<file path="src/rtl/action_decoder_pkg.sv">
// rtl/action_decoder_pkg.sv - action codes, command op encoding, FSM states and move directions
package action_decoder_pkg;

  // 3-bit click-action codes shared with the button encoder
  localparam logic [2:0] ACT_NONE     = 3'b000;
  localparam logic [2:0] ACT_REVEAL   = 3'b001;
  localparam logic [2:0] ACT_FLAG     = 3'b010;
  localparam logic [2:0] ACT_RESERVED = 3'b011;
  localparam logic [2:0] ACT_UP       = 3'b100;
  localparam logic [2:0] ACT_RIGHT    = 3'b101;
  localparam logic [2:0] ACT_DOWN     = 3'b110;
  localparam logic [2:0] ACT_LEFT     = 3'b111;

  // Command op driven to the board engine
  localparam logic CMD_OP_REVEAL = 1'b0;
  localparam logic CMD_OP_FLAG   = 1'b1;

  typedef enum logic [1:0] {
    ST_IDLE    = 2'b00,
    ST_ISSUE   = 2'b01,
    ST_ACK     = 2'b10,
    ST_RELEASE = 2'b11
  } state_e;

  // Move direction is the low two bits of a move code (bit 2 set)
  typedef enum logic [1:0] {
    DIR_U = 2'b00,
    DIR_R = 2'b01,
    DIR_D = 2'b10,
    DIR_L = 2'b11
  } dir_e;

  function automatic logic is_move(input logic [2:0] code);
    return code[2];
  endfunction

  function automatic logic is_cmd(input logic [2:0] code);
    return (code == ACT_REVEAL) || (code == ACT_FLAG);
  endfunction

endpackage

</file>
<file path="src/rtl/action_decoder_if.sv">
// rtl/action_decoder_if.sv - reveal/flag command handshake towards the board engine
interface action_decoder_if #(
  parameter int ROW_W = 3,
  parameter int COL_W = 3
);

  logic             cmd_valid;
  logic             cmd_op;
  logic [ROW_W-1:0] cmd_row;
  logic [COL_W-1:0] cmd_col;
  logic             cmd_ready;

  modport master (
    output cmd_valid,
    output cmd_op,
    output cmd_row,
    output cmd_col,
    input  cmd_ready
  );

  modport slave (
    input  cmd_valid,
    input  cmd_op,
    input  cmd_row,
    input  cmd_col,
    output cmd_ready
  );

endinterface

</file>
<file path="src/rtl/action_decoder_cursor_step.sv">
// rtl/action_decoder_cursor_step.sv - next cursor position for one move; CURSOR_WRAP_EN selects wrap vs clamp
module action_decoder_cursor_step
  import action_decoder_pkg::*;
#(
  parameter int ROWS  = 8,
  parameter int COLS  = 8,
  parameter int ROW_W = $clog2(ROWS),
  parameter int COL_W = $clog2(COLS)
) (
  input  logic [ROW_W-1:0] row_i,
  input  logic [COL_W-1:0] col_i,
  input  dir_e             dir_i,
  output logic [ROW_W-1:0] row_o,
  output logic [COL_W-1:0] col_o
);

`ifdef CURSOR_WRAP_EN
  localparam logic WRAP = 1'b1;
`else
  localparam logic WRAP = 1'b0;
`endif

  // Edges are explicit compares so non-power-of-two boards behave correctly
  localparam logic [ROW_W-1:0] ROW_MAX = ROW_W'(ROWS - 1);
  localparam logic [COL_W-1:0] COL_MAX = COL_W'(COLS - 1);
  localparam logic [ROW_W-1:0] ROW_ONE = ROW_W'(1);
  localparam logic [COL_W-1:0] COL_ONE = COL_W'(1);

  // Step one cell in the requested direction; at an edge either wrap or hold
  always_comb begin
    row_o = row_i;
    col_o = col_i;
    case (dir_i)
      DIR_U: row_o = (row_i == '0)      ? (WRAP ? ROW_MAX : row_i) : row_i - ROW_ONE;
      DIR_D: row_o = (row_i == ROW_MAX) ? (WRAP ? '0 : row_i)      : row_i + ROW_ONE;
      DIR_L: col_o = (col_i == '0)      ? (WRAP ? COL_MAX : col_i) : col_i - COL_ONE;
      DIR_R: col_o = (col_i == COL_MAX) ? (WRAP ? '0 : col_i)      : col_i + COL_ONE;
      default: begin
        row_o = row_i;
        col_o = col_i;
      end
    endcase
  end

endmodule

</file>
<file path="src/rtl/action_decoder.sv">
// rtl/action_decoder.sv - consumes click actions, moves the cursor or issues reveal/flag, then acks; CURSOR_WRAP_EN selects edge wrap
module action_decoder
  import action_decoder_pkg::*;
#(
  parameter int ROWS  = 8,
  parameter int COLS  = 8,
  parameter int ROW_W = $clog2(ROWS),
  parameter int COL_W = $clog2(COLS)
) (
  input  logic               clk,
  input  logic               clear_n,
  input  logic [2:0]         action_in,
  input  logic               game_over,
  action_decoder_if.master   cmd,
  output logic               ack,
  output logic [ROW_W-1:0]   cursor_row,
  output logic [COL_W-1:0]   cursor_col
);

  state_e           state_q, state_d;
  logic [ROW_W-1:0] row_q, row_d;
  logic [COL_W-1:0] col_q, col_d;
  logic             valid_q, valid_d;
  logic             op_q, op_d;
  logic             ack_q;
  logic [ROW_W-1:0] step_row;
  logic [COL_W-1:0] step_col;

  action_decoder_cursor_step #(
    .ROWS  (ROWS),
    .COLS  (COLS),
    .ROW_W (ROW_W),
    .COL_W (COL_W)
  ) u_step (
    .row_i (row_q),
    .col_i (col_q),
    .dir_i (dir_e'(action_in[1:0])),
    .row_o (step_row),
    .col_o (step_col)
  );

  // Next state: cursor only changes from IDLE, so it is frozen during a command
  always_comb begin
    state_d = state_q;
    row_d   = row_q;
    col_d   = col_q;
    valid_d = valid_q;
    op_d    = op_q;
    case (state_q)
      ST_IDLE: begin
        if (action_in != ACT_NONE) begin
          if (is_move(action_in)) begin
            row_d   = step_row;
            col_d   = step_col;
            state_d = ST_ACK;
          end else if (is_cmd(action_in) && !game_over) begin
            valid_d = 1'b1;
            op_d    = (action_in == ACT_FLAG) ? CMD_OP_FLAG : CMD_OP_REVEAL;
            state_d = ST_ISSUE;
          end else begin
            state_d = ST_ACK;
          end
        end
      end
      ST_ISSUE: begin
        // game_over arriving now does not withdraw an issued command
        if (valid_q && cmd.cmd_ready) begin
          valid_d = 1'b0;
          state_d = ST_ACK;
        end
      end
      ST_ACK:     state_d = ST_RELEASE;
      ST_RELEASE: if (action_in == ACT_NONE) state_d = ST_IDLE;
      default:    state_d = ST_IDLE;
    endcase
  end

  // State and output registers; ack is registered from the next state so it is high exactly in ACK
  always_ff @(posedge clk) begin
    if (!clear_n) begin
      state_q <= ST_IDLE;
      row_q   <= '0;
      col_q   <= '0;
      valid_q <= 1'b0;
      op_q    <= 1'b0;
      ack_q   <= 1'b0;
    end else begin
      state_q <= state_d;
      row_q   <= row_d;
      col_q   <= col_d;
      valid_q <= valid_d;
      op_q    <= op_d;
      ack_q   <= (state_d == ST_ACK);
    end
  end

  assign ack           = ack_q;
  assign cursor_row    = row_q;
  assign cursor_col    = col_q;
  assign cmd.cmd_valid = valid_q;
  assign cmd.cmd_op    = op_q;
  assign cmd.cmd_row   = row_q;
  assign cmd.cmd_col   = col_q;

endmodule

</file>
<file path="src/flat_wrapper.sv">
// flat-port wrapper written by rule: the top's interface ports become plain ports
module action_decoder_flat import action_decoder_pkg::*;
#(
  parameter int ROWS  = 8,
  parameter int COLS  = 8,
  parameter int ROW_W = $clog2(ROWS),
  parameter int COL_W = $clog2(COLS)
)
  (clk, clear_n, action_in, game_over, ack, cursor_row, cursor_col, cmd_cmd_valid, cmd_cmd_op, cmd_cmd_row, cmd_cmd_col, cmd_cmd_ready);
  action_decoder_if #(.ROW_W(ROW_W), .COL_W(COL_W)) cmd_i ();
  input  logic clk;
  input  logic clear_n;
  input  logic [2:0] action_in;
  input  logic game_over;
  output logic ack;
  output logic [ROW_W-1:0] cursor_row;
  output logic [COL_W-1:0] cursor_col;
  output wire logic [$bits(cmd_i.cmd_valid)-1:0] cmd_cmd_valid;
  output wire logic [$bits(cmd_i.cmd_op)-1:0] cmd_cmd_op;
  output wire logic [$bits(cmd_i.cmd_row)-1:0] cmd_cmd_row;
  output wire logic [$bits(cmd_i.cmd_col)-1:0] cmd_cmd_col;
  input wire logic [$bits(cmd_i.cmd_ready)-1:0] cmd_cmd_ready;
  assign cmd_cmd_valid = cmd_i.cmd_valid;
  assign cmd_cmd_op = cmd_i.cmd_op;
  assign cmd_cmd_row = cmd_i.cmd_row;
  assign cmd_cmd_col = cmd_i.cmd_col;
  assign cmd_i.cmd_ready = cmd_cmd_ready;
  action_decoder #(.ROWS(ROWS), .COLS(COLS), .ROW_W(ROW_W), .COL_W(COL_W)) u_core (.clk(clk), .clear_n(clear_n), .action_in(action_in), .game_over(game_over), .cmd(cmd_i), .ack(ack), .cursor_row(cursor_row), .cursor_col(cursor_col));
endmodule
</file>
<file path="config.mk">
export PLATFORM = sky130hd
export DESIGN_NAME = action_decoder_flat
export DESIGN_NICKNAME = d
export VERILOG_FILES = /design/src/rtl/action_decoder_pkg.sv /design/src/rtl/action_decoder_if.sv /design/src/rtl/action_decoder_cursor_step.sv /design/src/rtl/action_decoder.sv /design/src/flat_wrapper.sv
export SDC_FILE = /design/constraint.sdc
export NUM_CORES = 1
export LEC_CHECK = 0
export CELL_PAD_IN_SITES_DETAIL_PLACEMENT = 1
export CELL_PAD_IN_SITES_GLOBAL_PLACEMENT = 1
export CORE_AREA = 2 2 49 51
export DETAILED_ROUTE_END_ITERATION = 6
export DIE_AREA = 0 0 51 53
export PLACE_DENSITY_LB_ADDON = 0.12
export SYNTH_ARGS = -nofsm -noshare
export SYNTH_HDL_FRONTEND = slang
export SYNTH_SLANG_ARGS = --single-unit
</file>
<file path="constraint.sdc">
create_clock -name clk -period 1.73 [get_ports clk]
set_clock_uncertainty 0.05 [all_clocks]
set_input_delay 0.346 -clock clk [delete_from_list [all_inputs] [get_ports clk]]
set_output_delay 0.346 -clock clk [all_outputs]
set_load 0.02 [all_outputs]
</file>
# After elaboration in Yosys (flattened, before gate mapping)
# Cells that the tools add are included.
word_totals:
  register_bits: 11
  input_bits: 7
  wordCells: 65
  out_inout_bits: 15
classes:
  n_mux: 18
  n_reduce_logical: 17
  eq_ne: 19
  n_bitwise: 1
  addsub: 4
op_table:
  columns: ["operator", "count"]
  rows:
  - ["two-way mux 3 bit", 4]
  - ["one-hot mux 3 bit (2 select lines)", 2]
  - ["AND reduction 6 bit", 2]
  - ["equality test 2 bit (second input constant)", 5]
  - ["two-way mux 2 bit", 5]
  - ["inequality test 2 bit (second input constant)", 5]
  - ["zero test 3 bit", 3]
  - ["one-hot mux 2 bit (4 select lines)", 1]
  - ["adder 3 x 1 -> 3 bit (second input constant)", 2]
  - ["equality test 3 bit (second input constant)", 2]
  - ["inequality test 2 x 1 -> 1 bit (second input constant)", 3]
  - ["nonzero test 2 bit", 3]
  - ["subtractor 3 x 1 -> 3 bit (second input constant)", 2]
  - ["two-way mux 1 bit", 5]
  - ["AND reduction 5 bit", 1]
  - ["equality test 2 x 1 -> 1 bit (second input constant)", 2]
  - ["zero test 2 bit", 2]
  - ["AND reduction 4 bit", 1]
  - ["equality test 3 x 1 -> 1 bit (second input constant)", 1]
  - ["equality test 3 x 2 -> 1 bit (second input constant)", 1]
  - ["nonzero test 3 bit", 1]
  - ["logical AND 1 bit", 2]
  - ["one-hot mux 1 bit (2 select lines)", 1]
  - ["zero test 1 bit", 1]
  - ["2 further kinds", 2]

# Logic depth before layout (Yosys ltp)
logic_depth:
  ltp_word: 8
  depth_mapped: 6

# Cells and area by module
# From an unflattened synthesis, not the netlist that was laid out.
unflattened:
  hier_cells: 88
  area_unflattened_um2: 800.8
modules_own_cells:
  columns: ["mod", "area_each_um2", "cells_each", "seq_area_each_um2", "instances"]
  rows:
  - ["action_decoder", 519.2, 51, 220.2, 1]
  - ["action_decoder_cursor_step", 281.5, 37, 0.0, 1]

# Least setup slack after synthesis
# Ideal clock, no wire load.
synth_timing:
  path_type: "reg-to-reg"
  start: "register u_core.col_q[0] (netlist: u_core.cmd.cmd_col[0])"
  end: "register u_core.col_q[2] (netlist: u_core.cmd.cmd_col[2])"
  path_slack_ns: 0.029
  setup_time_ns: 0.072
  stages_incl_launch_ff: 6
  synth_period_minus_slack_ns: 1.701
  t_arrival_ns: 1.578
  required_time_ns: 1.608
  n_path_buf: 0
  cell_sequence: "dfxtp_1 -> inv_1 -> fa_1 -> xnor2_1 -> or3_1 -> a21oi_1"
synth_between:
  elab_chain_cells: 3
  word_cells_on_any_way: 10
  cone_classes: "add/sub (2); eq/ne (3); mux (3); reduce/logical (2)"
synth_lines:
  columns: ["item", "line", "rtl"]
  rows:
  - ["from (decl)", "action_decoder.sv:22", "logic [COL_W-1:0] col_q, col_d;"]
  - ["from (signal assigned)", "action_decoder.sv:90", "col_q <= col_d;"]
  - ["adder 3 x 1 -> 3 bit, or another cell as far along", "action_decoder_cursor_step.sv:37", "DIR_R: col_o = (col_i == COL_MAX) ? (WRAP ? '0 : col_i) : col_i + COL_ONE;"]
  - ["two-way mux 3 bit, or another cell as far along", "action_decoder_cursor_step.sv:37", null]
  - ["one-hot mux 3 bit (2 select lines) / AND reduction 6 bit (equally long branches)", null, null]
# Parallel ways exist; a longest one is shown, timed or not. The select of a mux whose other input is x is not followed.
# A chain may end at the register's enable or synchronous reset.

# Final worst setup path
layout_timing:
  start: "register u_core.col_q[1] (netlist: u_core.cmd.cmd_col[1])"
  end: "output port cmd_cmd_col[1]"
layout_lines:
  columns: ["item", "line", "rtl"]
  rows:
  - ["to (decl)", "flat_wrapper.sv:21", "output wire logic [$bits(cmd_i.cmd_col)-1:0] cmd_cmd_col;"]
# No word-level cell between the ends.

==> summary.md <==
| Metric | Value |
|---|---|
| Layout Nets | `around 120` |
| Worst path slowest cell | `clkdlybuf4s50_1` |
| Final Setup Violations | `0` |
| Area contributors post-synth | `dfxtp_1, buf_4, fa_1` |
| TritonRoute pass-1 iters | `4` |
| DR vias/cell | `4.79` |
| Antenna viol nets, final | `0` |
| Cell variety after synth | `32` |
| Critical setup path kind | `register to output pin` |
| DIE WIDTH | `51 um` |
| Critical Path, Cell by Cell | `clkdlybuf4s50_1` |
| Slew Limit Fails | `0` |
| FF-to-FF path depth | `6` |
| Area leader, netlist | `dfxtp_1` |
| Final setup TNS | `0 ns` |
| Clock-pin transition on the worst setup and hold timing paths | `about 0.070 ns` |
| Pin count of the biggest net entering global routing | `11` |
| Clock sinks | `11` |
| Synth top area share | `34.2%` |
| Io pins | `22` |
| Final hold slack | `0.416 ns` |
| Fillers | `roughly 260` |
| Longest Clk Path Bufs | `2` |
| CTS Hold Buffers Added | `0` |
| Skew-Pair Late Insertion Delay | `~0.26 ns` |
| VDD IR-drop max | `~0.34 mV` |
| Core region area | `roughly 2100 um^2` |
| Path type of the worst min-delay path | `register to register` |
| Worst-path fanout max | `5` |
| Max-Cap Viols | `0` |
| Initial DRC count | `5` |
| Total CTS buffers | `3` |
| Final hold viol count | `0` |
| Vias in the first global route | `between 600 and 700` |
| Total gr overflow | `0` |
| Routability cong. | `about 0.7` |
| Syn nets | `85` |
| Worst-Margin Slew | `about 0.34 ns` |
| Hold path cells | `2` |
| Biggest cell delay along the critical path | `approximately 0.63 ns` |
| Full die area | `roughly 2700 um^2` |
| GRT Total Usage | `a little over an eighth` |
| Cells after Synth | `76` |
| CP Depth | `1` |
| Area delta synth->final | `56.9%` |
| Run status | `complete, no violations` |
| EDFF count, synth | `0` |
| Layout cell share with drive strength beyond 1 | `21.6%` |
| CTS tree | `built` |
| Die H | `53 um` |
| Clk root buf | `clkbuf_4` |
| Diode count | `0` |
| P per Cell Area | `713 nW/um^2` |
| Critical Path Start Type | `register` |
| Initial antenna violation count | `0` |
| Arrival time at the worst endpoint | `around 1.3 ns` |
| Port buffer count | `21` |
| Yosys reg bits | `11` |
| Final worst slack | `between 0.03 and 0.04 ns` |
| Fmax | `589 MHz` |
| WP buf/inv | `1` |
| Worst Setup End Kind | `output pin` |
| Final HPWL DP | `1270 um` |
| Register area | `roughly 220 um^2` |
| Top_reg_cell synth | `dfxtp_1` |
| DR vias | `666` |
| Syn_area_per_cell | `about 8.5 um^2` |
| DRC | `0` |
| Tcrit/Tclk final | `98.1%` |
| Leak | `0.000439 uW` |
| Synth warn | `0` |
| Count leader, synth | `dfxtp_1` |
| Max H-tree Level | `1` |
| Top Family by Delay on Critical Path | `buffers and inverters` |
| Relative slew slack | `between 70% and 80%` |
| Post-route minimum period | `around 1.7 ns` |
| Multi-input logic area | `365 um^2` |
| DR WL/cell | `approximately 12 um` |
| Global-route wire length before repair | `approximately 2800 um` |
| Worst path required time | `~1.3 ns` |
| Syn Std Cell Area | `644 um^2` |
| Post-synthesis async set-or-reset flop share | `0%` |
| Initial Util | `~30%` |
| Commonest cells in the netlist | `dfxtp_1, nand2_1, buf_4, inv_1, nor2_1` |
| Register area share after synthesis | `between 30% and 40%` |
| Pre-CTS worst setup slack | `-0.427 ns` |
| Cell Rows | `17` |
| Final WL | `1680 um` |
[placed cells by master (no fill, tap or decap), types with 2 or more instances in the layout]
master and n:
dlymetal6s2s_1 3, inv_1 6, nor2_1 6, clkbuf_4 3, nor3_1 2, nand2_1 9, nor2b_1 3, o21ai_0 3
dfxtp_1 11, clkdlybuf4s50_1 12, dlygate4sd2_1 6, xnor2_1 2, a21oi_1 4, buf_4 17
[metal layers]
metal  routed length, um  track usage (%)
met5                   0                0
met4                  14             4.05
met3                  68             2.54
met2                 784             21.0
met1                 812             18.9
[cell type report]
type                       count  area share, %
clock buffer                   4           2.60
inverter                       7           2.60
sequential                    11           21.8
tap                           28           3.47
multi-input combinational     51           36.1
timing repair buffer          38           33.4
[logic make-up (layout without fill, tap and decap cells)]
kind of cell    count (synthesis)  count (layout)  share of synthesized area, %
mux                             1               1                          1.55
fa+ha+maj                       3               3                          7.77
compound gates                 15              15                          16.3
buf+inv                        14              49                          11.8
simple gates                   29              29                          24.3
flops                          11              11                          34.2
xor+xnor                        3               3                          4.08
[flip-flops by register name, summed over array words and instances, names as in the netlist]
signal and cells:
u_core.cmd.cmd_op 1, u_core.cmd.cmd_col 3, u_core.cmd.cmd_row 3, u_core.state_q 2
u_core.cmd.cmd_valid 1, u_core.ack 1
[worst register-to-register path, delay by kind of cell, from the launching register on]
kind | cells | cell delay (ns)
and+or+nand+nor | 3 | 0.73
buffers and inverters | 2 | 0.28
AOI/OAI and AO/OA | 1 | 0.20
DFF | 1 | 0.32
[worst paths after layout]
| path | slack, ns | to | from |
|---|---|---|---|
| setup / recovery | 0.03 | cmd_cmd_col[1] | u_core.cmd.cmd_col[1] |
| hold / removal | 0.42 | u_core.cmd.cmd_op | u_core.cmd.cmd_op |
| setup reg to reg | 0.06 | u_core.cmd.cmd_col[1] | u_core.cmd.cmd_col[0] |
| hold reg to reg | 0.42 | u_core.cmd.cmd_op | u_core.cmd.cmd_op |
[stage by stage]
| step | power (uW) | cell area (um^2) | std cells | utilization (%) |
|---|---|---|---|---|
| global placement | 541 | 937 | 131 | 43.6 |
| floorplan | 441 | 644 | 76 | - |
| finish | 721 | 1010 | 139 | 47.1 |
| detailed placement | 547 | 937 | 131 | 43.6 |
| CTS | 716 | 956 | 135 | 44.5 |
| global route | 767 | 1010 | 139 | 47.1 |
[what timing repair did]
item / CTS / global route
resized for setup: 6 / 6
pin swaps: 1 / 2
setup endpoints to repair: 10 / 7
buffers inserted: 0 / 4
gates cloned: 0 / 0
[where the power goes]
| part | switching [uW] | leakage, uW | total, uW | internal (uW) |
|---|---|---|---|---|
| registers | 26.4 | 0.0000900 | 302 | 276 |
| clock network | 83.6 | 0.0000150 | 172 | 88.9 |
| logic | 120 | 0.000334 | 246 | 127 |
| total | 230 | 0.000439 | 721 | 491 |
(Power assumes the default switching activity.)
